<file path="config.mk">
export PLATFORM = sky130hd
export DESIGN_NAME = branch_resolve_unit
export DESIGN_NICKNAME = d
export VERILOG_FILES = /design/src/rtl/branch_resolve_unit_pkg.sv /design/src/rtl/branch_resolve_unit_pred_queue.sv /design/src/rtl/branch_resolve_unit.sv
export SDC_FILE = /design/constraint.sdc
export NUM_CORES = 1
export LEC_CHECK = 0
export CAP_MARGIN = 20
export CORE_MARGIN = 3
export CORE_UTILIZATION = 50
export CTS_BUF_LIST = sky130_fd_sc_hd__clkbuf_8
export CTS_CLUSTER_SIZE = 25
export DETAILED_ROUTE_END_ITERATION = 12
export DONT_BUFFER_PORTS = 1
export PLACE_DENSITY_LB_ADDON = 0.05
export SLEW_MARGIN = 10
export SYNTH_ARGS = -nofsm -noshare
export SYNTH_HDL_FRONTEND = slang
export SYNTH_HIERARCHICAL = 1
export SYNTH_SLANG_ARGS = --single-unit
</file>
<file path="constraint.sdc">
create_clock -name clk -period 13.9 [get_ports clk]
set_clock_uncertainty 0.05 [all_clocks]
set_input_delay 1.39 -clock clk [delete_from_list [all_inputs] [get_ports clk]]
set_output_delay 1.39 -clock clk [all_outputs]
set_load 0.005 [all_outputs]
</file>
<file path="src/rtl/branch_resolve_unit_pkg.sv">
// Shared definitions for the branch resolve unit: FSM encodings, PC step and
// queue entry layout {pc, taken, target} packed MSB-first.
package branch_resolve_unit_pkg;

  typedef enum logic {
    ST_RUN     = 1'b0,
    ST_RECOVER = 1'b1
  } state_e;

  localparam int unsigned PC_INC = 4;

  function automatic int unsigned entry_w(input int unsigned xlen);
    return 2 * xlen + 1;
  endfunction

endpackage

</file>
<file path="src/rtl/branch_resolve_unit_pred_queue.sv">
// In-order prediction FIFO with push, pop and clear. Pointers carry one extra
// wrap bit so a full queue and an empty queue are distinguishable.
module pred_queue #(
  parameter int unsigned W     = 65,
  parameter int unsigned DEPTH = 4
) (
  input  logic         clk,
  input  logic         rst_n,
  input  logic         i_push,
  input  logic [W-1:0] i_data,
  input  logic         i_pop,
  input  logic         i_clear,
  output logic         o_full,
  output logic         o_empty,
  output logic [W-1:0] o_head
);

  localparam int unsigned PW = $clog2(DEPTH);

  logic [PW:0]  wr_q, wr_d;
  logic [PW:0]  rd_q, rd_d;
  logic [W-1:0] mem_q [DEPTH];

  assign o_empty = (wr_q == rd_q);
  assign o_full  = (wr_q[PW] != rd_q[PW]) && (wr_q[PW-1:0] == rd_q[PW-1:0]);
  assign o_head  = mem_q[rd_q[PW-1:0]];

  // Clear wins over push/pop: the queue collapses to empty at the write pointer.
  always_comb begin
    wr_d = wr_q;
    rd_d = rd_q;
    if (i_clear) begin
      rd_d = wr_q;
    end else begin
      if (i_push && !o_full)  wr_d = wr_q + (PW+1)'(1);
      if (i_pop  && !o_empty) rd_d = rd_q + (PW+1)'(1);
    end
  end

  always_ff @(posedge clk or negedge rst_n) begin
    if (!rst_n) begin
      wr_q <= '0;
      rd_q <= '0;
    end else begin
      wr_q <= wr_d;
      rd_q <= rd_d;
    end
  end

  always_ff @(posedge clk) begin
    if (i_push && !o_full && !i_clear) mem_q[wr_q[PW-1:0]] <= i_data;
  end

endmodule

</file>
<file path="src/rtl/branch_resolve_unit.sv">
// Compares resolved branch outcomes against queued fetch predictions, raises a
// registered flush/redirect on mispredict and emits training updates and stats.
module branch_resolve_unit
  import branch_resolve_unit_pkg::*;
#(
  parameter int unsigned XLEN  = 32,
  parameter int unsigned DEPTH = 4,
  parameter int unsigned CNT_W = 32
) (
  input  logic             clk,
  input  logic             rst_n,
  input  logic             i_pred_valid,
  output logic             o_pred_ready,
  input  logic [XLEN-1:0]  i_pred_pc,
  input  logic             i_pred_taken,
  input  logic [XLEN-1:0]  i_pred_target,
  input  logic             i_res_valid,
  input  logic [XLEN-1:0]  i_res_pc,
  input  logic             i_res_taken,
  input  logic [XLEN-1:0]  i_res_target,
  output logic             o_flush,
  output logic [XLEN-1:0]  o_redirect_pc,
  output logic             o_upd_valid,
  output logic [XLEN-1:0]  o_upd_pc,
  output logic             o_upd_taken,
  output logic [XLEN-1:0]  o_upd_target,
  output logic [CNT_W-1:0] o_branch_cnt,
  output logic [CNT_W-1:0] o_mispredict_cnt,
  output logic             o_dbg_state
);

  localparam int unsigned EW = entry_w(XLEN);

  // Handshake: a prediction is accepted on a cycle where i_pred_valid and
  // o_pred_ready are both high; o_pred_ready depends only on registered state.
  state_e            state_q, state_d;
  logic              flush_q, flush_d;
  logic [XLEN-1:0]   redirect_q, redirect_d;
  logic              upd_valid_q, upd_valid_d;
  logic [XLEN-1:0]   upd_pc_q, upd_pc_d;
  logic              upd_taken_q, upd_taken_d;
  logic [XLEN-1:0]   upd_target_q, upd_target_d;
  logic [CNT_W-1:0]  branch_cnt_q, branch_cnt_d;
  logic [CNT_W-1:0]  mis_cnt_q, mis_cnt_d;

  logic            q_full, q_empty, q_push, q_pop, q_clear;
  logic [EW-1:0]   q_head;
  logic [XLEN-1:0] head_pc, head_target, head_inc, res_inc, pred_next, act_next;
  logic            head_taken, res_acc, mispredict;

  pred_queue #(.W(EW), .DEPTH(DEPTH)) u_queue (
    .clk     (clk),
    .rst_n   (rst_n),
    .i_push  (q_push),
    .i_data  ({i_pred_pc, i_pred_taken, i_pred_target}),
    .i_pop   (q_pop),
    .i_clear (q_clear),
    .o_full  (q_full),
    .o_empty (q_empty),
    .o_head  (q_head)
  );

  assign head_pc     = q_head[EW-1:XLEN+1];
  assign head_taken  = q_head[XLEN];
  assign head_target = q_head[XLEN-1:0];
  assign head_inc    = head_pc + XLEN'(PC_INC);
  assign res_inc     = i_res_pc + XLEN'(PC_INC);

  // An empty queue behaves as a not-taken prediction for the resolving branch.
  assign pred_next  = q_empty ? res_inc : (head_taken ? head_target : head_inc);
  assign act_next   = i_res_taken ? i_res_target : res_inc;
  assign res_acc    = i_res_valid && (state_q == ST_RUN);
  assign mispredict = res_acc && (q_empty ? i_res_taken
                                          : ((head_pc != i_res_pc) || (pred_next != act_next)));

  assign o_pred_ready = !q_full && (state_q == ST_RUN);
  assign q_push       = i_pred_valid && o_pred_ready && !mispredict;
  assign q_pop        = res_acc && !q_empty;
  assign q_clear      = mispredict;

  always_comb begin
    state_d      = ST_RUN;
    flush_d      = mispredict;
    redirect_d   = mispredict ? act_next : redirect_q;
    upd_valid_d  = res_acc;
    upd_pc_d     = res_acc ? i_res_pc     : upd_pc_q;
    upd_taken_d  = res_acc ? i_res_taken  : upd_taken_q;
    upd_target_d = res_acc ? i_res_target : upd_target_q;
    branch_cnt_d = branch_cnt_q;
    mis_cnt_d    = mis_cnt_q;
    if (state_q == ST_RUN && mispredict) state_d = ST_RECOVER;
    if (res_acc && branch_cnt_q != '1)   branch_cnt_d = branch_cnt_q + CNT_W'(1);
    if (mispredict && mis_cnt_q != '1)   mis_cnt_d = mis_cnt_q + CNT_W'(1);
  end

  always_ff @(posedge clk or negedge rst_n) begin
    if (!rst_n) begin
      state_q      <= ST_RUN;
      flush_q      <= 1'b0;
      redirect_q   <= '0;
      upd_valid_q  <= 1'b0;
      upd_pc_q     <= '0;
      upd_taken_q  <= 1'b0;
      upd_target_q <= '0;
      branch_cnt_q <= '0;
      mis_cnt_q    <= '0;
    end else begin
      state_q      <= state_d;
      flush_q      <= flush_d;
      redirect_q   <= redirect_d;
      upd_valid_q  <= upd_valid_d;
      upd_pc_q     <= upd_pc_d;
      upd_taken_q  <= upd_taken_d;
      upd_target_q <= upd_target_d;
      branch_cnt_q <= branch_cnt_d;
      mis_cnt_q    <= mis_cnt_d;
    end
  end

  assign o_flush          = flush_q;
  assign o_redirect_pc    = redirect_q;
  assign o_upd_valid      = upd_valid_q;
  assign o_upd_pc         = upd_pc_q;
  assign o_upd_taken      = upd_taken_q;
  assign o_upd_target     = upd_target_q;
  assign o_branch_cnt     = branch_cnt_q;
  assign o_mispredict_cnt = mis_cnt_q;
  assign o_dbg_state      = state_q;

endmodule

</file>
After elaboration in Yosys (flattened, before gate mapping)
Memories as Yosys holds them, arrays and structs flattened.
Index checks and enable logic that the tools add are counted.
{"block": "word_totals", "regBits": 170, "ramBits": 260, "in_bits": 134, "out_inout_bits": 165, "mem_count": 1}
{"memory": "u_queue.mem_q", "words": 4, "word_bits": 65, "read_ports": 1, "rd_ports_with_merged_regs": 0, "wr": 1, "line": "branch_resolve_unit_pred_queue.sv:22", "rtl": "logic [W-1:0] mem_q [DEPTH];"}
{"block": "classes", "addsub": 6, "eq_ne": 7, "mux": 9, "bitwise": 2, "n_reduce_logical": 19}
{"operator": "$mux 32", "count": 3}
{"operator": "$add 32x1->32 const B", "count": 2}
{"operator": "$add 32x3->32 const B", "count": 2}
{"operator": "$ne 32x32->1", "count": 2}
{"operator": "$ne 32x32->1 const B", "count": 2}
{"operator": "$logic_and 1x1->1", "count": 13}
{"operator": "$add 3x1->3 const B", "count": 2}
{"operator": "$mux 3", "count": 2}
{"operator": "$mux 1", "count": 4}
{"operator": "$eq 3x3->1", "count": 1}
{"operator": "$logic_not 1->1", "count": 3}
{"operator": "$eq 2x2->1", "count": 1}
{"operator": "$not 1->1", "count": 2}
{"operator": "$reduce_and 2->1", "count": 1}
{"operator": "$reduce_bool 2->1", "count": 1}
{"operator": "$logic_or 1x1->1", "count": 1}
{"operator": "$ne 1x1->1", "count": 1}

Depth between registers and ports, before layout
An unclocked memory read counts as a cell.
{"block": "logic_depth", "ltp_word": 14, "mapped_depth": 25}

Modules after synthesis
The synthesis kept the hierarchy.
{"mod": "branch_resolve_unit", "instances": 1, "cells_each": 1248, "area_per_inst_um2": 10515.1, "seq_area_each_um2": 4103.9}
{"mod": "pred_queue", "instances": 1, "cells_each": 397, "area_per_inst_um2": 9909.5, "seq_area_each_um2": 7957.6}

Least setup slack after synthesis
No wires, ideal clock.
{"block": "synth_path", "path_type": "register -> register", "start": "reg u_queue.rd_q[0]", "end": "mem u_queue.mem_q[3][0], enable pin", "setup_time_ns": 0.419, "arrival_time_ns": 6.626, "required_time_ns": 13.431, "path_slack_ns": 6.805, "stages_incl_launch_ff": 24, "n_path_buf": 8, "period_less_slack_ns": 7.095, "path_cell_list": "dfrtp_1 > buf_2 > buf_6 > buf_6 > mux4_2 > buf_2 > nand4_1 > or4_1 > buf_2 > or4_1 > a31oi_1 > mux2i_1 > o2111ai_1 > or4_1 > a2111oi_2 > nand2_1 > o22ai_2 > buf_6 > buf_2 > inv_1 > buf_1 > nand2b_1 > a311o_1 > inv_1"}
{"block": "synth_between", "elab_chain_cells": 14}
{"element": "start, declared", "line": "branch_resolve_unit_pred_queue.sv:21", "rtl": "logic [PW:0] rd_q, rd_d;"}
{"element": "start signal, assigned", "line": "branch_resolve_unit_pred_queue.sv:46", "rtl": "rd_q <= rd_d;"}
{"element": "$mem_v2 4x65 *"}
{"element": "net q_head[45]", "line": "branch_resolve_unit.sv:47", "rtl": "logic [EW-1:0] q_head;"}
{"element": "$add 32x3->32", "line": "branch_resolve_unit.sv:66", "rtl": "assign head_inc = head_pc + XLEN'(PC_INC);"}
{"element": "$mux 32 (2 in a row)", "line": "branch_resolve_unit.sv:70", "rtl": "assign pred_next = q_empty ? res_inc : (head_taken ? head_target : head_inc);"}
{"element": "$ne 32x32->1", "line": "branch_resolve_unit.sv:74", "rtl": ": ((head_pc != i_res_pc) || (pred_next != act_next)));"}
{"element": "$logic_or 1x1->1 *", "line": "branch_resolve_unit.sv:74"}
{"element": "$mux 1 *", "line": "branch_resolve_unit.sv:73", "rtl": "assign mispredict = res_acc && (q_empty ? i_res_taken"}
{"element": "$logic_and 1x1->1 *", "line": "branch_resolve_unit.sv:73"}
{"element": "net flush_d", "line": "branch_resolve_unit.sv:37", "rtl": "logic flush_q, flush_d;"}
{"element": "$logic_not 1->1 *", "line": "branch_resolve_unit_pred_queue.sv:51, branch_resolve_unit.sv:77"}
{"element": "$logic_and 1x1->1", "line": "branch_resolve_unit.sv:77", "rtl": "assign q_push = i_pred_valid && o_pred_ready && !mispredict;"}
{"element": "$logic_and 1x1->1", "line": "branch_resolve_unit_pred_queue.sv:51", "rtl": "if (i_push && !o_full && !i_clear) mem_q[wr_q[PW-1:0]] <= i_data;"}
{"element": "$logic_and 1x1->1 *", "line": "branch_resolve_unit_pred_queue.sv:51"}
{"element": "$mux 1 *", "line": "branch_resolve_unit_pred_queue.sv:51"}
{"element": "$mux 1 (implied by the code) *", "line": "branch_resolve_unit_pred_queue.sv:51"}
{"element": "end, declared", "line": "branch_resolve_unit_pred_queue.sv:22"}
Mark *: on every way through the listed nets, which the timed path passes. The rest lies on a longest branch.

Worst setup path after layout
{"block": "layout_path", "start": "reg u_queue.rd_q[0]", "end": "mem u_queue.mem_q[1][37], enable pin"}
{"element": "$mem_v2 4x65 *"}
{"element": "net q_head[32]", "line": "branch_resolve_unit.sv:47"}
{"element": "$mux 32 * (2 in a row)", "line": "branch_resolve_unit.sv:70"}
{"element": "$ne 32x32->1 *", "line": "branch_resolve_unit.sv:74"}
{"element": "$logic_or 1x1->1 *", "line": "branch_resolve_unit.sv:74"}
{"element": "$mux 1 *", "line": "branch_resolve_unit.sv:73"}
{"element": "$logic_and 1x1->1 *", "line": "branch_resolve_unit.sv:73"}
{"element": "net flush_d", "line": "branch_resolve_unit.sv:37"}
{"element": "$logic_not 1->1 *", "line": "branch_resolve_unit_pred_queue.sv:51, branch_resolve_unit.sv:77"}
{"element": "$logic_and 1x1->1", "line": "branch_resolve_unit.sv:77"}
{"element": "$logic_and 1x1->1", "line": "branch_resolve_unit_pred_queue.sv:51"}
{"element": "$logic_and 1x1->1 *", "line": "branch_resolve_unit_pred_queue.sv:51"}
{"element": "$mux 1 *", "line": "branch_resolve_unit_pred_queue.sv:51"}
{"element": "$mux 1 (implied by the code) *", "line": "branch_resolve_unit_pred_queue.sv:51"}
Marks and branches as above.

==> flow_summary.rst <==
.. list-table::
   :header-rows: 1

   * - Metric
     - Value
   * - Last weighted congestion value of the routability-driven placer
     - 0.9645
   * - Number of antenna violations at the first check in global routing
     - 0
   * - Headroom to the max-slew limit
     - 32.10%
   * - Final Critical Period
     - 8002 ps
   * - Core region area
     - 40010 sq um
   * - Max frequency
     - 0.1250 GHz
   * - Global-route usage over all layers
     - 25.73%
   * - Antenna Diode Count
     - 0
   * - First DRT Iteration DRCs
     - 1515
   * - Filler cell count in the final layout
     - 3362
   * - Maximum number of pins on one net before global-route repair
     - 171
   * - Pre-CTS setup slack
     - 5947 ps
   * - Vias per cell
     - 5.974
   * - Antenna violation net count after detailed routing
     - 0
   * - Slew at the pin closest to its max-slew limit
     - 1018 ps
   * - TritonCTS clock tree
     - done
   * - Arrival time of the worst setup path
     - 8170 ps
   * - Count of input and output buffers
     - 0
   * - GR Overflow Total
     - 0
   * - Wire length reported by the detailed router
     - 56.39 mm
   * - Final Hold Viols
     - 0
   * - Highest-count cells in the layout ignoring fill and taps
     - 298 x sky130_fd_sc_hd__nand2_1, 260 x sky130_fd_sc_hd__edfxtp_1, 168 x sky130_fd_sc_hd__dfrtp_1, 113 x sky130_fd_sc_hd__xnor2_1, 80 x sky130_fd_sc_hd__clkbuf_8
   * - Nature of the critical path endpoint
     - flop
   * - Category of the most critical setup path
     - reg -> reg
   * - Run status
     - completed
   * - Setup-failing EPs final
     - 0
   * - Layout area overhead
     - 8.111%
   * - Total number of vias
     - 13.21k
   * - Die H
     - 208.1 um
   * - Sequential share of the synthesized area
     - 59.05%
   * - Worst min-delay path class
     - in -> async
   * - Number of enable flip-flop cells after synthesis
     - 260
   * - Number of synthesized register bits
     - 430
   * - First-pass GRT wire length
     - 84.56 mm
   * - Clock Tree Root
     - sky130_fd_sc_hd__clkbuf_8
   * - 1st-pass router iterations
     - 6
   * - Average cell area after synthesis
     - 12.42 sq um
   * - Cell area after synthesis
     - 20420 sq um
   * - Maximum capacitance violations
     - 0
   * - PD cells
     - 203.4 nW/um^2
   * - Fraction of registers with async set/reset
     - 39.53%
   * - Post_cts resized
     - 0
   * - Net count after synthesis
     - 1788
   * - Synth Flop Type
     - sky130_fd_sc_hd__edfxtp_1
   * - Clock Sink Count
     - 430
   * - I/O pins
     - 299
   * - Unrepaired setup endpoints after global routing
     - false
   * - Highest ir drop seen on vdd
     - 0.1172 mV
   * - Syn. warnings
     - 6
   * - Total negative slack for setup checks
     - 0 ps
   * - Leakage component of the power
     - 0.008235 uW
   * - Chip width
     - 208.1 um
   * - CTS clock-pin slew for the worst setup and hold paths
     - 60 ps
   * - Residual DRC count
     - 0
   * - Average wire per cell in the routed design
     - 25.51 um
   * - Number of instances in the synthesized netlist
     - 1645
   * - Netlist cell types
     - 80
   * - Number of buffers created by CTS
     - 72
   * - Crit Path Max Fanout
     - 65
   * - H-Tree Depth
     - 3
   * - Data required time at the worst endpoint
     - 14070 ps
   * - Net total in the final layout
     - 1780
   * - Clock Tree Buf Depth
     - 3
   * - Postcts setup bufs
     - 0
   * - Number of buffers inserted for hold repair after clock tree synthesis
     - 0
   * - Proportion of layout cells with a drive suffix above 1
     - 12.46%
   * - Final Max Tran Viols
     - 0
   * - Initial core utilization
     - 51.05%
   * - Post-detail-place hpwl
     - 39.91 mm
   * - Period utilization
     - 57.57%
   * - Kind of launch point of the worst setup path
     - flop
   * - Commonest non-fill, non-tap cell in the layout
     - sky130_fd_sc_hd__nand2_1
   * - Via count of the first global-routing pass
     - 13.23k
   * - Worst Slack Setup Final
     - 5898 ps
   * - Clock latency on the worst-skew pair
     - 620 ps
   * - Row cnt
     - 73
   * - Die footprint
     - 43310 sq um
## cells in the mapped netlist, drive strengths merged, types with 4 or more instances
library cell / count / area (sq um)
nand3: 61 / 310.3
nand4: 35 / 219.0
mux2i: 26 / 260.3
buf: 47 / 260.3
dfrtp: 170 / 4254
nand2b: 16 / 100.1
a2111oi: 4 / 41.29
clkbuf: 47 / 177.7
nor3: 37 / 185.2
a21oi: 24 / 120.1
and4: 13 / 113.9
ha: 9 / 112.6
nor4: 34 / 212.7
o21ai: 63 / 315.3
a31oi: 8 / 56.30
and3: 28 / 175.2
xor2: 74 / 655.6
o31ai: 7 / 71.32
o311ai: 8 / 70.07
inv: 28 / 105.1
and2: 13 / 85.08
edfxtp: 260 / 7807
or3: 9 / 56.30
o2111ai: 4 / 35.03
nor2: 54 / 205.2
mux2: 18 / 206.5
nor2b: 6 / 37.54
nand2: 298 / 1119
or4: 8 / 60.06
a221oi: 6 / 58.80
xnor2: 115 / 1022
mux4: 65 / 1464
or2: 5 / 31.28
## cells by family after synthesis
| logic type | after synthesis | synth area share, % |
|---|---|---|
| simple gates | 627 | 14.68 |
| xor+xnor | 191 | 8.435 |
| mux | 109 | 9.452 |
| fa+ha+maj | 9 | 0.5513 |
| flops | 430 | 59.05 |
| buf+inv | 122 | 2.659 |
| compound gates | 157 | 5.170 |
## state kept, by name, indices dropped and copies added, names as in the netlist
register          count
o_upd_valid           1
u_queue/mem_q       260
o_dbg_state           1
o_branch_cnt         32
o_mispredict_cnt     32
u_queue/wr_q          3
o_upd_target         32
u_queue/rd_q          3
o_upd_pc             32
o_redirect_pc        32
o_flush               1
o_upd_taken           1
## worst max-delay path: stages, from the launching register on
cell and delay, ps:
sky130_fd_sc_hd__dfrtp_4 870, sky130_fd_sc_hd__buf_4 710, sky130_fd_sc_hd__mux4_2 580, sky130_fd_sc_hd__buf_4 330
sky130_fd_sc_hd__nor2b_1 250, sky130_fd_sc_hd__a32o_1 230, sky130_fd_sc_hd__a311oi_1 620, sky130_fd_sc_hd__mux2i_1 150
sky130_fd_sc_hd__a2111oi_0 450, sky130_fd_sc_hd__o221ai_1 190, sky130_fd_sc_hd__or4_1 540, sky130_fd_sc_hd__a2111oi_2 270
sky130_fd_sc_hd__nand2_1 150, sky130_fd_sc_hd__o22ai_4 310, sky130_fd_sc_hd__inv_1 250, sky130_fd_sc_hd__nand2b_1 240
sky130_fd_sc_hd__a31oi_2 310, sky130_fd_sc_hd__and2_2 200, sky130_fd_sc_hd__buf_4 690
## power breakdown
group / total [uW] / switching, uW / internal, uW
sequential: 1870 / 246 / 1620
clock: 1030 / 479 / 546
combinational: 1600 / 974 / 623
total: 4490 / 1700 / 2790
## worst paths after layout
path | startpoint | end | slack [ps] | cells past startpoint
setup / recovery | u_queue/rd_q[0] | u_queue/mem_q[1][37] | 5900 | 18
hold / removal | rst_n | o_branch_cnt[16] | 420 | 0
setup reg to reg | u_queue/rd_q[0] | u_queue/mem_q[1][37] | 5900 | 18
hold reg to reg | o_upd_target[13] | o_upd_target[13] | 450 | 2
max in group asynchronous | rst_n | o_mispredict_cnt[23] | 13100 | 0
min in group clk | o_upd_target[13] | o_upd_target[13] | 450 | 2
## metrics by stage
| step | hold slack, ps | std cells | area (sq um) | total power, uW | util (%) |
|---|---|---|---|---|---|
| 2_1_floorplan | 419.7 | 1645 | 20420 | 3013 | - |
| 3_3_place_gp | 437.2 | 2088 | 20760 | 3463 | 51.89 |
| 3_5_place_dp | 443.4 | 2088 | 20760 | 3476 | 51.89 |
| 4_1_cts | 355.8 | 2211 | 22080 | 4522 | 55.19 |
| 5_1_grt | 375.5 | 2211 | 22080 | 4748 | 55.19 |
| 6_report | 420.8 | 2211 | 22080 | 4492 | 55.19 |
## final cells by class
cell class	count	area, sq um	share of cell area, %
sequential	430	12070	54.65
clock inverter	43	221.5	1.003
inverter	28	105.1	0.4760
clock buffer	80	1101	4.986
timing repair buffer	12	90.09	0.4080
tap	525	656.9	2.975
multi-input combinational	1093	7840	35.51
## routing by layer
layer / up-vias / track usage, % / routed length (um)
met1: 6586 / 35.16 / 23740
li1: 5995 / - / -
met4: 0 / 9.695 / 1797
met2: 526 / 39.83 / 26440
met5: - / 0 / 0
met3: 101 / 6.921 / 4412
(Power assumes the default switching activity.)
